**src/rtl/pkg_display.sv**
```systemverilog
// ---------------------------------------------------------------------------
// pkg_display
// Shared definitions for the 7-segment display path (driver and reader).
//   SEG_0..SEG_9, SEG_APAGADO : segment patterns, bit6 = a ... bit0 = g,
//                               active-high
//   COD_APAGADO               : nibble used for a blank digit
//   COD_INVALIDO              : nibble reported for an unrecognised pattern
//   estado_t                  : reader FSM states (collect / deliver)
// ---------------------------------------------------------------------------
package pkg_display;

   localparam logic [6:0] SEG_0       = 7'b1111110;
   localparam logic [6:0] SEG_1       = 7'b0110000;
   localparam logic [6:0] SEG_2       = 7'b1101101;
   localparam logic [6:0] SEG_3       = 7'b1111001;
   localparam logic [6:0] SEG_4       = 7'b0110011;
   localparam logic [6:0] SEG_5       = 7'b1011011;
   localparam logic [6:0] SEG_6       = 7'b1011111;
   localparam logic [6:0] SEG_7       = 7'b1110000;
   localparam logic [6:0] SEG_8       = 7'b1111111;
   localparam logic [6:0] SEG_9       = 7'b1110011;
   localparam logic [6:0] SEG_APAGADO = 7'b0000000;

   localparam logic [3:0] COD_APAGADO  = 4'hF;
   localparam logic [3:0] COD_INVALIDO = 4'hE;

   typedef enum logic {
      COLETA  = 1'b0,
      ENTREGA = 1'b1
   } estado_t;

endpackage

```
**src/rtl/decod_padrao_7seg.sv**
```systemverilog
// ---------------------------------------------------------------------------
// decod_padrao_7seg
// Combinational translation of one 7-segment pattern back into a BCD nibble.
//   segmentos : segment pattern, bit6 = a ... bit0 = g
//   valido    : 1 when the pattern is a digit 0-9 or blank
//   nibble    : decoded value (blank -> 4'hF, unrecognised -> 4'hE)
// ---------------------------------------------------------------------------
module decod_padrao_7seg
   import pkg_display::*;
(
   input  logic [6:0] segmentos,
   output logic       valido,
   output logic [3:0] nibble
);

   always_comb begin
      valido = 1'b1;
      nibble = COD_INVALIDO;
      case (segmentos)
         SEG_0:       nibble = 4'd0;
         SEG_1:       nibble = 4'd1;
         SEG_2:       nibble = 4'd2;
         SEG_3:       nibble = 4'd3;
         SEG_4:       nibble = 4'd4;
         SEG_5:       nibble = 4'd5;
         SEG_6:       nibble = 4'd6;
         SEG_7:       nibble = 4'd7;
         SEG_8:       nibble = 4'd8;
         SEG_9:       nibble = 4'd9;
         SEG_APAGADO: nibble = COD_APAGADO;
         default: begin
            valido = 1'b0;
            nibble = COD_INVALIDO;
         end
      endcase
   end

endmodule

```
**src/rtl/decodificador_7segmentos.sv**
```systemverilog
// ---------------------------------------------------------------------------
// decodificador_7segmentos
// Reads back a multiplexed 7-segment bus and rebuilds the displayed code.
// Each digit must be seen ESTAVEL_CICLOS times in a row with the same value
// before it is committed; once every digit is committed the whole word is
// offered to the consumer with a valid/ready handshake.
//   clock, reset_n : clock (rising edge) and asynchronous active-low reset
//   amostra        : sample strobe for segmentos_in / digito_sel
//   segmentos_in   : segment pattern, bit6 = a ... bit0 = g
//   digito_sel     : one-hot digit select, bit i = digit i
//   codigo_out     : assembled code, digit i in [4i+3:4i]
//   codigo_valido  : code word valid
//   codigo_pronto  : consumer ready
//   erro_padrao    : one-cycle pulse, unrecognised segment pattern
//   erro_selecao   : one-cycle pulse, digito_sel not one-hot on a sample
// ---------------------------------------------------------------------------
module decodificador_7segmentos
   import pkg_display::*;
#(
   parameter int NUM_DIGITOS    = 4,
   parameter int ESTAVEL_CICLOS = 3
) (
   input  logic                     clock,
   input  logic                     reset_n,
   input  logic                     amostra,
   input  logic [6:0]               segmentos_in,
   input  logic [NUM_DIGITOS-1:0]   digito_sel,
   output logic [4*NUM_DIGITOS-1:0] codigo_out,
   output logic                     codigo_valido,
   input  logic                     codigo_pronto,
   output logic                     erro_padrao,
   output logic                     erro_selecao
);

   localparam int               CNT_W   = $clog2(ESTAVEL_CICLOS + 1);
   localparam logic [CNT_W-1:0] CNT_MAX = CNT_W'(ESTAVEL_CICLOS);
   localparam logic [CNT_W-1:0] CNT_UM  = CNT_W'(1);

   estado_t                  estado;
   logic [NUM_DIGITOS-1:0]   mascara;
   logic [4*NUM_DIGITOS-1:0] buffer;
   logic [CNT_W-1:0]         contador [NUM_DIGITOS];
   logic [3:0]               ultimo   [NUM_DIGITOS];

   logic                     padrao_valido;
   logic [3:0]               padrao_nibble;
   logic                     sel_unico;
   logic [NUM_DIGITOS-1:0]   alvo;

   decod_padrao_7seg u_decod (
      .segmentos (segmentos_in),
      .valido    (padrao_valido),
      .nibble    (padrao_nibble)
   );

   // A select is usable only with exactly one bit set; no priority encoding,
   // so a multi-hot select can never be mistaken for one of its bits.
   // Digits already committed drop out of the target set so they stay frozen.
   assign sel_unico = ($countones(digito_sel) == 1);
   assign alvo      = digito_sel & ~mascara;

   function automatic logic [CNT_W-1:0] incrementa(input logic [CNT_W-1:0] c);
      return (c == CNT_MAX) ? CNT_MAX : c + CNT_UM;
   endfunction

   // Collect/deliver FSM. In COLETA every strobed sample updates the
   // stability counter of its digit; when the mask fills up, the following
   // cycle publishes the buffer. In ENTREGA the word is held until the
   // consumer accepts it, then all per-digit state is cleared for a fresh
   // frame while codigo_out keeps showing the last delivered word.
   always_ff @(posedge clock or negedge reset_n) begin
      if (!reset_n) begin
         estado        <= COLETA;
         mascara       <= '0;
         buffer        <= '0;
         codigo_out    <= '0;
         codigo_valido <= 1'b0;
         erro_padrao   <= 1'b0;
         erro_selecao  <= 1'b0;
         for (int i = 0; i < NUM_DIGITOS; i++) begin
            contador[i] <= '0;
            ultimo[i]   <= COD_APAGADO;
         end
      end else begin
         erro_padrao  <= 1'b0;
         erro_selecao <= 1'b0;
         case (estado)
            COLETA: begin
               if (&mascara) begin
                  codigo_out    <= buffer;
                  codigo_valido <= 1'b1;
                  estado        <= ENTREGA;
               end else if (amostra) begin
                  if (!sel_unico) begin
                     erro_selecao <= 1'b1;
                  end else if (|alvo) begin
                     if (!padrao_valido) begin
                        erro_padrao <= 1'b1;
                     end
                     for (int i = 0; i < NUM_DIGITOS; i++) begin
                        if (alvo[i]) begin
                           if (!padrao_valido) begin
                              contador[i] <= '0;
                           end else if (padrao_nibble == ultimo[i]) begin
                              contador[i] <= incrementa(contador[i]);
                              if (incrementa(contador[i]) == CNT_MAX) begin
                                 buffer[4*i +: 4] <= padrao_nibble;
                                 mascara[i]       <= 1'b1;
                              end
                           end else begin
                              // A new value restarts the run; with a
                              // threshold of one this first sample commits.
                              ultimo[i]   <= padrao_nibble;
                              contador[i] <= CNT_UM;
                              if (CNT_UM == CNT_MAX) begin
                                 buffer[4*i +: 4] <= padrao_nibble;
                                 mascara[i]       <= 1'b1;
                              end
                           end
                        end
                     end
                  end
               end
            end
            ENTREGA: begin
               if (codigo_pronto) begin
                  codigo_valido <= 1'b0;
                  mascara       <= '0;
                  estado        <= COLETA;
                  for (int i = 0; i < NUM_DIGITOS; i++) begin
                     contador[i] <= '0;
                     ultimo[i]   <= COD_APAGADO;
                  end
               end
            end
            default: estado <= COLETA;
         endcase
      end
   end

endmodule

```
**config.mk**
```make
export PLATFORM = sky130hd
export DESIGN_NAME = decodificador_7segmentos
export DESIGN_NICKNAME = d
export VERILOG_FILES = /design/src/rtl/pkg_display.sv /design/src/rtl/decod_padrao_7seg.sv /design/src/rtl/decodificador_7segmentos.sv
export SDC_FILE = /design/constraint.sdc
export NUM_CORES = 1
export LEC_CHECK = 0
export BUFFER_PORTS_ARGS = -buffer_cell sky130_fd_sc_hd__buf_4
export CORE_MARGIN = 5
export CORE_UTILIZATION = 49
export DETAILED_ROUTE_END_ITERATION = 7
export HOLD_SLACK_MARGIN = 0.1
export PLACE_DENSITY = 0.69
export SLEW_MARGIN = 20
export SYNTH_ARGS = -nofsm -noshare
export SYNTH_HDL_FRONTEND = slang
export SYNTH_SLANG_ARGS = --single-unit
```
**constraint.sdc**
```tcl
create_clock -name clock -period 2.4 [get_ports clock]
set_input_delay 0.12 -clock clock [delete_from_list [all_inputs] [get_ports clock]]
set_output_delay 0.12 -clock clock [all_outputs]
set_load 0.05 [all_outputs]
```
After elaboration in Yosys (flattened, before gate mapping)
Cells that the tools add are included.
- bitwise gates (word level): 4
- eq/ne operators: 46
- reductions and logical operators: 22
- add/sub/neg operators: 7
- mux-type cells: 80
- operators with widths (cell ; count):
    2-to-1 mux 16 bit ; 5
    AND reduction 9 bit ; 8
    2-to-1 mux 4 bit ; 17
    == test 7 bit, second input constant ; 8
    != test 2 bit, second input constant ; 23
    one-hot mux 4 bit (11 select lines) ; 1
    2-to-1 mux 8 bit ; 5
    2-to-1 mux 2 bit ; 16
    one-hot mux 16 bit (2 select lines) ; 1
    AND reduction 8 bit ; 4
    2-to-1 mux 1 bit ; 31
    AND reduction 6 bit ; 4
    == test 2 bit, second input constant ; 8
    == test 4 bit ; 4
    one-hot mux 8 bit (2 select lines) ; 1
    == test 7 x 6 -> 1 bit, second input constant ; 2
    OR reduction 11 bit ; 1
    adder 2 x 1 -> 2 bit, second input constant ; 4
    one-hot mux 4 bit (2 select lines) ; 1
    zero test 7 bit ; 1
    AND reduction 5 bit ; 1
    adder 1 x 1 -> 2 bit ; 2
    AND 4 bit ; 1
    NOT 4 bit ; 1
    7 further kinds ; 9
- output and inout bits: 19
- flip-flop bits (word level): 64
- input bits: 15
- word-level logic and storage cells: 180

Logic depth before layout (Yosys ltp)
- word-level depth: 12
- mapped depth: 12
- gate-level depth less buffers: 12

Hierarchy
From an unflattened synthesis, not the netlist that was laid out.
- cell total of the unflattened synthesis: 293
- area total of the unflattened synthesis: 3389.5 um^2
- by module, submodules not included (module ; times used ; sequential area each (um^2) ; area an instance (um^2) ; cells each):
    decodificador_7segmentos ; 1 ; 1621.6 ; 3044.2 ; 240
    decod_padrao_7seg ; 1 ; 0.0 ; 345.3 ; 53

Least setup slack after synthesis
Ideal clock, no wire load.
- path kind: input to register
- from: in digito_sel[0]
- to: reg buffer[10]
- path slack: -0.355 ns
- library setup time: 0.125 ns
- data required time: 2.275 ns
- stages on the path: 11
- arrival time: 2.630 ns
- buffers on the path: 0
- cells stage by stage: inv_1 -> fa_1 -> inv_1 -> ha_1 -> ha_1 -> nor3b_1 -> nand3_1 -> a21oi_2 -> nand3_1 -> nor4_4 -> mux2_4
- cells in the longest elaborated chain, start to end: 4
- elaborated cells between the ends (all ways): 6
- classes of those cells: add/sub: 2; eq/ne: 1; bitwise: 1; reduce/logical: 2
- RTL lines (element ; RTL line ; text):
    from (decl) ; decodificador_7segmentos.sv:27 ; input logic [NUM_DIGITOS-1:0] digito_sel,
    adder 1 x 1 -> 2 bit (implied by the code) ; decodificador_7segmentos.sv:59 ; assign sel_unico = ($countones(digito_sel) == 1);
    adder 2 x 2 -> 3 bit (implied by the code) ; decodificador_7segmentos.sv:59 ;
    == test 3 x 1 -> 1 bit ; decodificador_7segmentos.sv:59 ;
    AND reduction 9 bit (no source line) (*) ; -- ;
    to (signal, indexed assignment) ; decodificador_7segmentos.sv:107 ; buffer[4*i +: 4] <= padrao_nibble;
    to (signal, indexed assignment) ; decodificador_7segmentos.sv:116 ; buffer[4*i +: 4] <= padrao_nibble;
    to (decl) ; decodificador_7segmentos.sv:41 ; logic [4*NUM_DIGITOS-1:0] buffer;
Every way passes the cells marked *; elsewhere a longest branch is shown, timed or not.
A chain may end at the register's enable or synchronous reset.

Worst setup path after layout
- from: in digito_sel[3]
- to: reg buffer[8]
The elaborated chain is that of the path after synthesis.

==> metrics.txt <==
result of the run completed; fin crit share 96.7%; Clock Skews 0.00841 ns; Final Hold Slack 0.375 ns; Slew Limit Fails 0; Clock Tree Root clkbuf_8; most frequent cell after synthesis dfrtp_1; vias per cell 5.82; Core Footprint 7250 sq um; Pwr per Cell Area 644 nW/um^2; Antenna Cells 0; Synth Net Count 362; unrepaired setup endpoints after global routing false; number of fillers in the final layout 587; clock slew at reported path FFs 0.07 ns; main flop type after synthesis dfrtp_1; sequential cell area 1620 sq um; distinct cell type count after synthesis 72; Hold Path Cell Cnt 5; CP startpoint kind input pin; DRT antenna net count 0; Hold Path Class input pin to flip-flop; post-DP HPWL 7260 microns; Final setup viols 0; hold path start digito_sel[3]; total of max-cap violations 0; Crit path arrival time 2.55 ns; top cell type's share of synthesized area 33.0%; Pleak 2.30 nW; via count 3,201; first-pass GRT wire length 16,100 microns; dpl ws -0.323 ns; die width 96.2 microns; FF-to-FF End buffer[8]; Peak Freq 431 MHz; post-layout minimum cycle time 2.32 ns; final hold violation count 0; Layout area overhead 31.6%; DR WL/cell 17.6 microns; global placement routability congestion 0.986; # DRC 0; vias in the first global route 3,236; worst rel slew slack 44.9%; crit-path max FO 4; Synth async-reset ratio 100%; Pwr Total 3.09 mW; total length of routed wires 9660 microns; # rows 31; TNS Setup 0 ns; Top-Level Pins 34; antenna violations before repair 0; Critical Path RT 2.63 ns; largest net degree at the start of global routing 65; clk sinks 64; Synth area leaders dfrtp_1 33%, dfstp_2 12%, mux2_2 8.0%, a21oi_1 2.9%, nand2_1 2.5%; Synth Instances 344; TritonCTS clock tree built; R2R setup slack 0.31 ns; initial DRC count 228; Critical R2R Launch ultimo[7]; Clk Latency, worst-skew pair 0.35 ns; Die Area 9250 sq um; TritonCTS Buffers 9; yosys warns 0; Pre-Repair DR Iteration Count 4; setup slack after layout 0.0789 ns; starting density of the core 50.2%; CP Capture Type flip-flop; # port buffers 33; setup bufs post-CTS 0; synth cell count leaders 48 x dfrtp_1, 26 x mux2_2, 24 x nand2_1; layout cells sized above 1 42.6%; clock buffer depth 2; Post-Syn Area 3640 sq um; area leader, netlist dfrtp_1; GRT Total Usage 22.8%; R2R depth 6; number of synthesized flops with an enable pin 0; GRT Residual Overflow 0; Synth Register Bits 64; Hold Path End contador[0]; H-tree levels 3; Avg Inst Size Synth 10.6 sq um; Die Ht 96.2 microns; peak supply drop 331 uV; register area share after synthesis 44.5%; worst slew pin tran 0.820 ns; area of the multi-input gates 1970 sq um; Final Util 66.1%; final net count 464; critical path class input pin to flip-flop
-- timing repair --
| item | 4_1_cts | 5_1_grt |
|---|---|---|
| resized for setup | 0 | 4 |
| setup endpoints to repair | 0 | 15 |
| hold buffers | 3 | 0 |
| endpoints found under the hold margin | 52 | 0 |
-- cell type report --
| class | count | share of cell area [%] |
|---|---|---|
| clock buffer | 9 | 2.58 |
| multi-input combinational | 256 | 41.1 |
| sequential | 64 | 33.8 |
| inverter | 11 | 1.02 |
| tap | 99 | 2.58 |
| clock inverter | 7 | 2.09 |
| timing repair buffer | 104 | 16.8 |
-- power by group --
part           leakage [nW]  switching, mW  internal, mW
registers             0.834          0.103          1.23
clock network         0.115          0.466         0.595
logic                  1.35          0.372         0.318
total                  2.30          0.940          2.14
-- worst max path at each step --
stage	startpoint	end	slack [ns]	cells after the start
6_report	digito_sel[3]	buffer[8]	0.08	13
3_5_place_dp	digito_sel[3]	buffer[11]	-0.32	13
2_1_floorplan	digito_sel[3]	buffer[10]	-0.17	11
5_1_grt	digito_sel[3]	buffer[8]	0.007	13
3_3_place_gp	digito_sel[3]	buffer[11]	-0.26	13
4_1_cts	digito_sel[3]	buffer[8]	0.02	13
-- flip-flops by register name, summed over array words and instances, names as in the netlist, 4 cells and up --
name,flops
contador,8
ultimo,16
codigo_out,16
buffer,16
mascara,4
-- critical path, stage by stage --
cell,delay (ns)
buf_6,0.09
inv_8,0.03
fa_1,0.52
inv_1,0.05
ha_2,0.17
ha_4,0.22
nor3b_4,0.20
nand3_2,0.16
a21oi_4,0.18
nand3_2,0.10
nor4_4,0.23
buf_4,0.19
mux2_4,0.30
-- cell usage in the layout (no fill, tap or decap), types with 6 or more instances in the layout --
cell type / instances
buf_4: 99
dfrtp_1: 48
nand2_1: 24
mux2_2: 24
nor2_1: 22
a21oi_1: 21
dfstp_2: 16
o21ai_0: 12
nor3_1: 11
inv_1: 9
nand3_1: 9
clkbuf_8: 9
mux2_4: 8
or4_1: 7
o21a_1: 6
o31ai_1: 6
-- per-layer routing --
| metal | global-route usage, % | share of wire [%] | up-vias |
|---|---|---|---|
| li1 | - | - | 1509 |
| met1 | 30.0 | 44 | 1589 |
| met2 | 37.3 | 48 | 84 |
| met3 | 4.30 | 5.4 | 19 |
| met4 | 8.18 | 1.7 | 0 |
| met5 | 0 | 0 | - |
-- kinds of logic after synthesis --
kind of cell	count (synthesis)	share of synthesized area [%]
buffers and inverters	24	3.30
multiplexers	33	10.6
AND/OR/NAND/NOR	124	20.7
AO/OA/AOI/OAI	87	17.0
adder cells (fa/ha/maj)	3	1.24
XOR/XNOR	9	2.58
flip-flops	64	44.5
-- through the flow --
| step | instance area (sq um) | std cells |
|---|---|---|
| 5_1_grt | 4790 | 550 |
| 2_1_floorplan | 3710 | 344 |
| 4_1_cts | 4780 | 550 |
| 3_3_place_gp | 4520 | 531 |
| 6_report | 4790 | 550 |
| 3_5_place_dp | 4520 | 531 |
Power figures use the tool's default switching activity.
